## src/rtl/mem_port_arbiter.sv

```systemverilog
// mem_port_arbiter
//
// Single-port scheduler that shares one fixed-latency unified memory between
// instruction fetch (IF) and data load/store (MEM). Data accesses win when both
// are pending. The pipeline is frozen via stall_pipe until every access
// requested in the current pipeline step has completed. All state updates on
// the falling edge of CLK, matching the pipeline registers.
//
// Parameters:
//   WAIT_CYCLES  extra memory latency (0..7); one access takes WAIT_CYCLES+1 cycles
//
// Ports:
//   CLK, Reset_L          clock (falling-edge active), async active-low reset
//   if_req, if_addr       fetch request and byte address
//   if_rdata, if_ready    fetched word (held), fetch done for this step
//   d_rd, d_wr            load / store request (both high = store)
//   d_addr, d_wdata       data byte address, store data
//   d_rdata, d_ready      load data (held), data access done for this step
//   stall_pipe            freeze PC, pipeline registers and hazard state
//   mem_en, mem_we        memory access active / write
//   mem_addr, mem_wdata   latched command towards memory
//   mem_rdata             memory read data, valid in the last access cycle

module mem_port_arbiter #(
  parameter int unsigned WAIT_CYCLES = 0
) (
  input  logic        CLK,
  input  logic        Reset_L,
  input  logic        if_req,
  input  logic [31:0] if_addr,
  output logic [31:0] if_rdata,
  output logic        if_ready,
  input  logic        d_rd,
  input  logic        d_wr,
  input  logic [31:0] d_addr,
  input  logic [31:0] d_wdata,
  output logic [31:0] d_rdata,
  output logic        d_ready,
  output logic        stall_pipe,
  output logic        mem_en,
  output logic        mem_we,
  output logic [31:0] mem_addr,
  output logic [31:0] mem_wdata,
  input  logic [31:0] mem_rdata
);

  typedef enum logic [1:0] {StIdle, StBusyD, StBusyI} state_e;

  state_e      state_q;
  logic [2:0]  cnt_q;
  logic        if_done_q;
  logic        d_done_q;
  logic        we_q;
  logic [31:0] addr_q;
  logic [31:0] wdata_q;
  logic [31:0] if_rdata_q;
  logic [31:0] d_rdata_q;

  logic d_pend;
  logic i_pend;
  logic busy;
  logic last;
  logic grant_ok;
  logic grant_d;
  logic grant_i;

  always_comb begin
    d_pend   = (d_rd | d_wr) & ~d_done_q;
    i_pend   = if_req & ~if_done_q;
    busy     = (state_q != StIdle);
    last     = busy && (cnt_q == 3'd0);
    grant_ok = !busy || last;
    // At a completion the request just served must not be granted again, so
    // the grant looks at the done flags as they will be after this edge.
    grant_d  = (d_rd | d_wr) & ~(d_done_q | (last && (state_q == StBusyD)));
    grant_i  = if_req & ~(if_done_q | (last && (state_q == StBusyI)));
  end

  always_ff @(negedge CLK or negedge Reset_L) begin
    if (!Reset_L) begin
      state_q    <= StIdle;
      cnt_q      <= 3'd0;
      if_done_q  <= 1'b0;
      d_done_q   <= 1'b0;
      we_q       <= 1'b0;
      addr_q     <= 32'h0;
      wdata_q    <= 32'h0;
      if_rdata_q <= 32'h0;
      d_rdata_q  <= 32'h0;
    end else begin
      // Completion: capture read data and mark the requester served.
      if (last) begin
        if (state_q == StBusyD) begin
          d_done_q <= 1'b1;
          if (!we_q) begin
            d_rdata_q <= mem_rdata;
          end
        end else begin
          if_done_q  <= 1'b1;
          if_rdata_q <= mem_rdata;
        end
      end else if (!stall_pipe) begin
        // Pipeline advances at this edge: a new step begins.
        if_done_q <= 1'b0;
        d_done_q  <= 1'b0;
      end

      if (grant_ok) begin
        if (grant_d) begin
          state_q <= StBusyD;
          addr_q  <= d_addr;
          wdata_q <= d_wdata;
          we_q    <= d_wr;
          cnt_q   <= 3'(WAIT_CYCLES);
        end else if (grant_i) begin
          state_q <= StBusyI;
          addr_q  <= if_addr;
          we_q    <= 1'b0;
          cnt_q   <= 3'(WAIT_CYCLES);
        end else begin
          state_q <= StIdle;
        end
      end else begin
        cnt_q <= cnt_q - 3'd1;
      end
    end
  end

  assign if_rdata   = if_rdata_q;
  assign if_ready   = if_done_q;
  assign d_rdata    = d_rdata_q;
  assign d_ready    = d_done_q;
  assign stall_pipe = i_pend | d_pend | busy;
  assign mem_en     = busy;
  assign mem_we     = busy & we_q;
  assign mem_addr   = addr_q;
  assign mem_wdata  = wdata_q;

endmodule

```

## config.mk

```make
export PLATFORM = sky130hd
export DESIGN_NAME = mem_port_arbiter
export DESIGN_NICKNAME = d
export VERILOG_FILES = /design/src/rtl/mem_port_arbiter.sv
export SDC_FILE = /design/constraint.sdc
export NUM_CORES = 1
export LEC_CHECK = 0
export ABC_AREA = 1
export CORE_MARGIN = 2
export CORE_UTILIZATION = 38
export DETAILED_ROUTE_END_ITERATION = 8
export PLACE_DENSITY_LB_ADDON = 0.05
export SETUP_SLACK_MARGIN = 0.05
export SKIP_LAST_GASP = 1
export SYNTH_ARGS = -nofsm -noshare
export SYNTH_HDL_FRONTEND = slang
export SYNTH_SLANG_ARGS = --single-unit
```

## constraint.sdc

```tcl
create_clock -name CLK -period 1.7 [get_ports CLK]
set_input_delay 0.34 -clock CLK [delete_from_list [all_inputs] [get_ports CLK]]
set_output_delay 0.34 -clock CLK [all_outputs]
set_load 0.005 [all_outputs]
```

==> impl.org <==
** Outcome
- The run finished, with violations left.
- The final reports fail on setup timing.

** Cells and area
- In the final layout, the share of cells above drive strength 1 is 40.4%.
- Area delta synth->final :: 79.4%
- Count of inserted antenna diode cells :: 0
- Measured on the finished design, the core utilization comes to 69.0%.
- Count of nets after finishing :: 1140
- The finished layout holds 1206 standard cells, fillers aside.
- Fillers :: 1217

** Timing
- Worst slew slack as a fraction of its limit :: 75.6%
- Actual slew at the worst max-slew pin :: 0.365 ns
- Skew final :: 0.00800 ns
- The count of endpoints failing hold in the final timing report came to 0.
- Final Max Tran Viols :: 0
- Setup repair after global routing could not meet its margin everywhere.
- Setup violations remaining at the end of the flow were counted as 221.
- Setup slack after layout :: -0.914 ns
- In the final timing run, aggregate negative setup slack is -73.86 ns.

** Setup path
- At the worst endpoint, the arrival time is 2.27 ns.
- The worst setup path is captured at an output port.
- Together, buffers and inverters on the worst path number 4.
- By startpoint and endpoint, the worst setup path is classified as flop to output port.
- Worst R2R End :: mem_addr[1]$_DFFE_NN0P_
- For the worst setup path, the data required time is 1.36 ns.
- Setup slack, reg-to-reg :: -0.15 ns
- CP cell instances :: buf_6 -> nor2_4 -> buf_6 -> nor3_4 -> inv_1 -> buf_2
- The slowest stage of the critical path belongs to the cell sky130_fd_sc_hd__dfrtn_1.
- The startpoint identified for the worst register-to-register timing path is cnt_q[0]$_DFFE_NN0P_.
- End point of the critical path :: stall_pipe
- Maximum net fanout on the critical path :: 2
- Slowest stage delay, CP :: 0.42 ns
- Family with the most delay on the worst path :: flip-flops
- Start point of the critical path :: d_ready$_DFFE_NN0P_
- Measured in cells, the most critical reg-to-reg path has a length of 11.
- In this run the number of cells on the critical path is 6.
- Cell seen most often among critical-path stages :: sky130_fd_sc_hd__buf_6
- The worst setup path is launched from a flop.

** Placement
- Cell count after placement :: 1103
- Routability-driven placement finished with a final weighted congestion of 0.808.
- Input and output buffers added on the ports amount to 265.
- Detailed placement ended at an HPWL of 12.6 mm.

** Logic synthesis
- Biggest area contributors in the synthesized netlist :: sky130_fd_sc_hd__dfrtn_1, sky130_fd_sc_hd__nand2_1, sky130_fd_sc_hd__mux2_2
- Number of synthesis warnings :: 0
- Total of flip-flops plus latches after synthesis :: 136
- Number of synthesized flops with an enable pin :: 0
- Library cells used by synthesis :: 22
- Cell area after synthesis :: 5790 sq um
- After synthesis, the mean cell area works out to 9.07 sq um.
- Ys async rst share :: 100%
- Synthesis handed over a netlist of 638 instances.
- Leading register cell type out of synthesis :: sky130_fd_sc_hd__dfrtn_1
- Of the synthesized area, sequential elements account for 58.8%.
- Synthesis produced a netlist with a net count of 773.
- Synth top area share :: 58.8%
- Most numerous cell types in the synthesized netlist :: sky130_fd_sc_hd__nand2_1, sky130_fd_sc_hd__dfrtn_1, sky130_fd_sc_hd__nand3_1
- Largest area contributor in the synthesized netlist :: sky130_fd_sc_hd__dfrtn_1
- By instance count, the leading cell after synthesis is sky130_fd_sc_hd__nand2_1.

** Pwr
- The clock network burns 18.5% of the power.
- Sw power :: 7.23 mW
- Sequential cells burn 28.9% of the power.
- Switching fraction of total power :: 36.3%
- Total leakage power :: 5.65 nW
- Overall power consumption after layout is estimated at 19.9 mW.
- Int Power :: 12.7 mW
- Part of the total power dissipated in combinational logic :: 52.6%
- Worst vdd ir :: 1.22 mV
- Power per standard cell area :: 1920 nW/um^2

** CTS
- TritonCTS built the clock tree.
- # H-tree levels :: 4
- For this design, the sink count on the clock tree is 136.
- In this run the clock root is driven by a sky130_fd_sc_hd__clkbuf_16.
- TritonCTS created 17 clock buffers.
- After clock tree synthesis, the flow added hold-fix buffers numbering 0.
- Maximum buffer depth of the clock tree :: 2
- At the later pin of the worst-skew pair, clock insertion delay measures 0.39 ns.
- Clock-pin transition on the worst setup and hold timing paths :: 0.04 ns

** Detailed routing
- For this block, the via count after detailed routing is 5849.
- Using the TritonRoute via totals, the vias-per-cell ratio works out to 4.85.
- Final wirelength :: 20.6 mm
- Number of DRC violations after detailed-routing iteration 0 :: 270
- Total DRC errors in the routed layout :: 0
- Number of optimization iterations in the first detailed-route pass :: 5
- In this run the remaining antenna-violating nets after routing total 0.
- After detailed routing, the average wire length per cell comes to 17.1 um.

** Die
- Initial standard-cell utilization of the core :: 38.5%
- Measured along the x axis, the die boundary spans 127 um.
- In this run the standard cell core region covers 15000 sq um.
- During I/O placement, the number of pins put on the boundary was 266.
- Row generation in the floorplan step produced 45 rows.
- The die covers 16200 sq um.
- Measured along the y axis, the die boundary spans 127 um.

** GRT
- The via count of the first global-routing pass is 5630.
- Initial antenna violation count :: 0
- For this run, the total global-route usage over all layers was measured as 22.2%.
- After global routing the overflow that remains totals 0.
- The first global-routing pass estimated 28.6 mm of wire.
- Entering global routing, the biggest net connects 54 pins.

** Run
- Max-Cap Viols :: 0

** Min path
- The tightest min-delay check is of the flop to flop type.
-- logic make-up after synthesis --
logic type / after synthesis / synth area share (%)
AO/OA/AOI/OAI: 37 / 3.42
adder cells (fa/ha/maj): 2 / 0.432
buffers and inverters: 50 / 4.13
flip-flops: 136 / 58.8
multiplexers: 32 / 6.23
AND/OR/NAND/NOR: 381 / 27.0
-- power groups by stage --
stage	clock [mW]	sequential (mW)	combinational (mW)
2_1_floorplan	0	5.94	3.67
3_3_place_gp	0	5.74	8.77
3_5_place_dp	0	5.81	8.93
4_1_cts	3.74	5.71	8.25
5_1_grt	3.90	5.95	11.4
6_report	3.68	5.76	10.5
-- stage by stage --
stage	hold WS [ns]	instance area (sq um)	setup WS, ns
6_report	0.414	10400	-0.914
5_1_grt	0.435	10400	-0.979
4_1_cts	0.415	9340	-0.906
3_5_place_dp	0.418	9060	-0.985
3_3_place_gp	0.413	9060	-0.954
2_1_floorplan	0.425	5920	-0.365
-- worst register-to-register path: cells and delay by family (launching register included) --
kind          cells  cell delay [ns]
buf+inv           4             0.55
simple gates      5             0.48
flops             1             0.36
fa+ha+maj         2             0.31
-- placed cells by master (no fill, tap or decap), types with 3 or more instances in the layout --
master / instances
sky130_fd_sc_hd__buf_6: 25
sky130_fd_sc_hd__buf_12: 12
sky130_fd_sc_hd__clkinv_4: 3
sky130_fd_sc_hd__buf_16: 3
sky130_fd_sc_hd__inv_6: 4
sky130_fd_sc_hd__nand2_2: 35
sky130_fd_sc_hd__nor2_4: 4
sky130_fd_sc_hd__o21ai_1: 11
sky130_fd_sc_hd__clkdlybuf4s50_1: 107
sky130_fd_sc_hd__mux2_4: 32
sky130_fd_sc_hd__nand3_2: 12
sky130_fd_sc_hd__buf_8: 3
sky130_fd_sc_hd__nand3_4: 3
sky130_fd_sc_hd__nand4_1: 3
sky130_fd_sc_hd__nand3_1: 55
sky130_fd_sc_hd__dlymetal6s2s_1: 21
sky130_fd_sc_hd__nand2_1: 246
sky130_fd_sc_hd__clkinvlp_4: 3
sky130_fd_sc_hd__clkbuf_16: 27
sky130_fd_sc_hd__dfrtn_1: 136
sky130_fd_sc_hd__buf_2: 127
sky130_fd_sc_hd__buf_4: 76
sky130_fd_sc_hd__o21ai_0: 20
sky130_fd_sc_hd__inv_1: 4
sky130_fd_sc_hd__nand2_4: 15
sky130_fd_sc_hd__inv_2: 7
-- layout make-up --
class	count	area (sq um)	share of cell area, %
tap	188	235	2.27
clock buffer	19	453	4.36
sequential	136	3400	32.8
inverter	12	50.0	0.482
timing repair buffer	386	3450	33.2
clock inverter	13	145	1.40
multi-input combinational	452	2640	25.5
-- sequential cells by signal (all words and copies together), names as in the netlist --
register / flops
d_rdata: 32
if_rdata: 32
mem_addr: 32
mem_wdata: 32
cnt_q: 3
state_q: 2
d_ready: 1
if_ready: 1
we_q: 1
-- how the worst min path moves through the flow --
stage,endpoint,startpoint,cells after the start
2_1_floorplan,mem_wdata[10]$_DFFE_NN0P_,mem_wdata[10]$_DFFE_NN0P_,2
3_3_place_gp,mem_wdata[5]$_DFFE_NN0P_,mem_wdata[5]$_DFFE_NN0P_,2
3_5_place_dp,mem_wdata[9]$_DFFE_NN0P_,mem_wdata[9]$_DFFE_NN0P_,2
4_1_cts,mem_wdata[9]$_DFFE_NN0P_,mem_wdata[9]$_DFFE_NN0P_,2
5_1_grt,mem_wdata[9]$_DFFE_NN0P_,mem_wdata[9]$_DFFE_NN0P_,2
6_report,mem_wdata[9]$_DFFE_NN0P_,mem_wdata[9]$_DFFE_NN0P_,2
-- timing repair --
item / 4_1_cts / 5_1_grt
endpoints found under the setup margin: 269 / 269
pin swaps: 6 / 10
gates cloned: 3 / 15
resized for setup: 548 / 179
buffers inserted: 28 / 30
-- per-layer routing --
| layer | part of all wire [%] | wire, um | global-route usage [%] |
|---|---|---|---|
| met2 | 50 | 10300 | 37.4 |
| met5 | 0 | 0 | 0 |
| met3 | 7.7 | 1590 | 7.37 |
| met4 | 1.6 | 324 | 7.11 |
| met1 | 41 | 8350 | 27.1 |
(Power assumes the default switching activity.)
==> RTL edit: new RTL, same settings <==
Encoding of `state_e`: now one-hot (3 bits for 3 states).
--- a/src/rtl/mem_port_arbiter.sv
+++ b/src/rtl/mem_port_arbiter.sv
@@ -45,5 +45,5 @@
 );
 
-  typedef enum logic [1:0] {StIdle, StBusyD, StBusyI} state_e;
+  typedef enum logic [2:0] {StIdle = 3'b001, StBusyD = 3'b010, StBusyI = 3'b100} state_e;
 
   state_e      state_q;
Check against the original RTL: no difference found for any inputs over 4 cycles, from zero or initial values and one cycle with Reset_L low; so few cycles prove little.
==> RTL edit against the original RTL <==
The flow still finishes with violations (setup timing). Die area increased by 1.2%. Power increased by 4.1%. Setup slack improved by 9.4 ps. Cell count increased by 5.7%. Wire length increased by 0.37%. Combinational power increased by 6%. Register-to-register slack got worse by 70 ps. Sequential cell count increased by 1. Cell area increased by 0.58%. Non-clock buffer count increased by 31. Area after synthesis increased by 1.2%. Critical endpoint unchanged.
==> RTL edit: results (changes against the original RTL) <==
| Metric | Value |
|---|---|
| Status | finished with violations |
| Violated checks | setup timing |
| Inst Count DP | 1,135 (+2.9%) |
| Max FO, Critical Path | 4 (+2) |
| Final setup margin | -905 ps (+9.38 ps) |
| DP Worst Slack | -922 ps (+63.7 ps) |
| Clk_lat worst skew | 450 ps (+60 ps) |
| Ranking of synthesized cells by area | dfrtn_1 (58%), nand2_1 (19%), nand3_1 (5.8%) |
| Pin count of the biggest net entering global routing | 65 (+20%) |
| GPL Wtd Cong | 0.806 (-0.31%) |
| Number of global-route vias before repair | 5,444 (-3.3%) |
| Iter 0 DRT Violations | 299 (+11%) |
| Final setup viols | 269 (+22%) |
| Worst R2R Path Depth | 9 (-2) |
| Share of layout cells above drive strength 1 | 32.7% (-7.7 points) |
| Mapped Cells | 676 (+6.0%) |
| H-tree depth | 4 (unchanged) |
| VDD IR-drop max | 0.846 mV (-30%) |
| Reg-to-reg endpoint | mem_wdata[2] |
| Clk_skew | 57.3 ps (+49.4 ps) |
| Vias post-DR | 6,120 (+4.6%) |
| Wirelength per Cell | 16.2 um (-5.1%) |
| Seq/Total Area, Yosys | 58.6% (-0.25 points) |
| First-pass GRT wire length | 26.7 mm (-6.4%) |
| Hold Slack | 421 ps (+7.13 ps) |
| Syn nets | 811 (+4.9%) |
| Gr usage total | 20.5% (-1.7 points) |
| Leakage power | 5.39 nW (-4.6%) |
| Netlist cell types | 25 (+14%) |
| Setup TNS | -86,000 ps (-12,140 ps) |
| Commonest cells in the netlist | nand2_1 (299), dfrtn_1 (136), nand3_1 (68) |
| Routed WL | 20.6 mm (+0.37%) |
| Nets | 1,209 (+6.1%) |
| Slew at the pin closest to its max-slew limit | 260 ps (-105 ps) |
| Hpwl dp | 12.2 mm (-3.0%) |
| Worst Hold End | mem_wdata[4] |
| RR Startpoint | state_q[0] |
| R2R setup slack | -220 ps (-70 ps) |
[RTL edit: routing by layer]
metal	track usage [%]	part of all wire [%]	vias to the layer above
li1	-	-	2935
met1	26.0	40	2907
met2	34.8	52	235
met3	4.59	5.8	43
met4	7.18	2.2	0
met5	0	0	-
[RTL edit: cell type report]
type,instances,area [um2]
multi-input cells,454,2220
repair buffers,417,3760
clock inverters,13,153
clock buffers,20,447
inverters,46,195
fillers,1222,4710
well taps,188,235
flip-flops and latches,137,3430
[RTL edit: metrics by stage]
stage / instance area [um2] / utilization, %
2_1_floorplan: 5980 / -
3_3_place_gp: 9060 / 59.8
3_5_place_dp: 9060 / 59.8
4_1_cts: 9310 / 61.5
5_1_grt: 10400 / 68.9
6_report: 10400 / 68.9
[RTL edit: worst max-delay path by stage]
stage                from      endpoint  cells after the start
2_1_floorplan        d_rd  mem_wdata[0]                      7
3_3_place_gp         d_rd          we_q                      8
3_5_place_dp       if_req   mem_addr[9]                      7
4_1_cts        state_q[0]    stall_pipe                      4
5_1_grt        state_q[0]    stall_pipe                      4
6_report       state_q[0]    stall_pipe                      4
[RTL edit: logic make-up after synthesis]
kind of cell	share of synthesized area (%)
buffers and inverters	6.60
AO/OA/AOI/OAI	7.33
flip-flops	58.6
adder cells (fa/ha/maj)	0.427
AND/OR/NAND/NOR	27.1
[RTL edit: what timing repair did]
item,CTS,global route
hold buffers,0,0
resized for setup,528,66
cloned,1,24
setup endpoints to repair,270,270
pin swaps,4,8
buffers inserted,36,51
[RTL edit: critical path, stage by stage, from the launching register on]
cell	delay (ps)
dfstp_2	550
nand3_4	90
nor2_1	110
nand2_1	90
buf_2	130
[RTL edit: power breakdown]
group          switching, W  internal (W)  leakage (nW)
sequential         0.000859       0.00501          1.64
combinational       0.00515       0.00599          3.46
clock               0.00139       0.00234         0.288
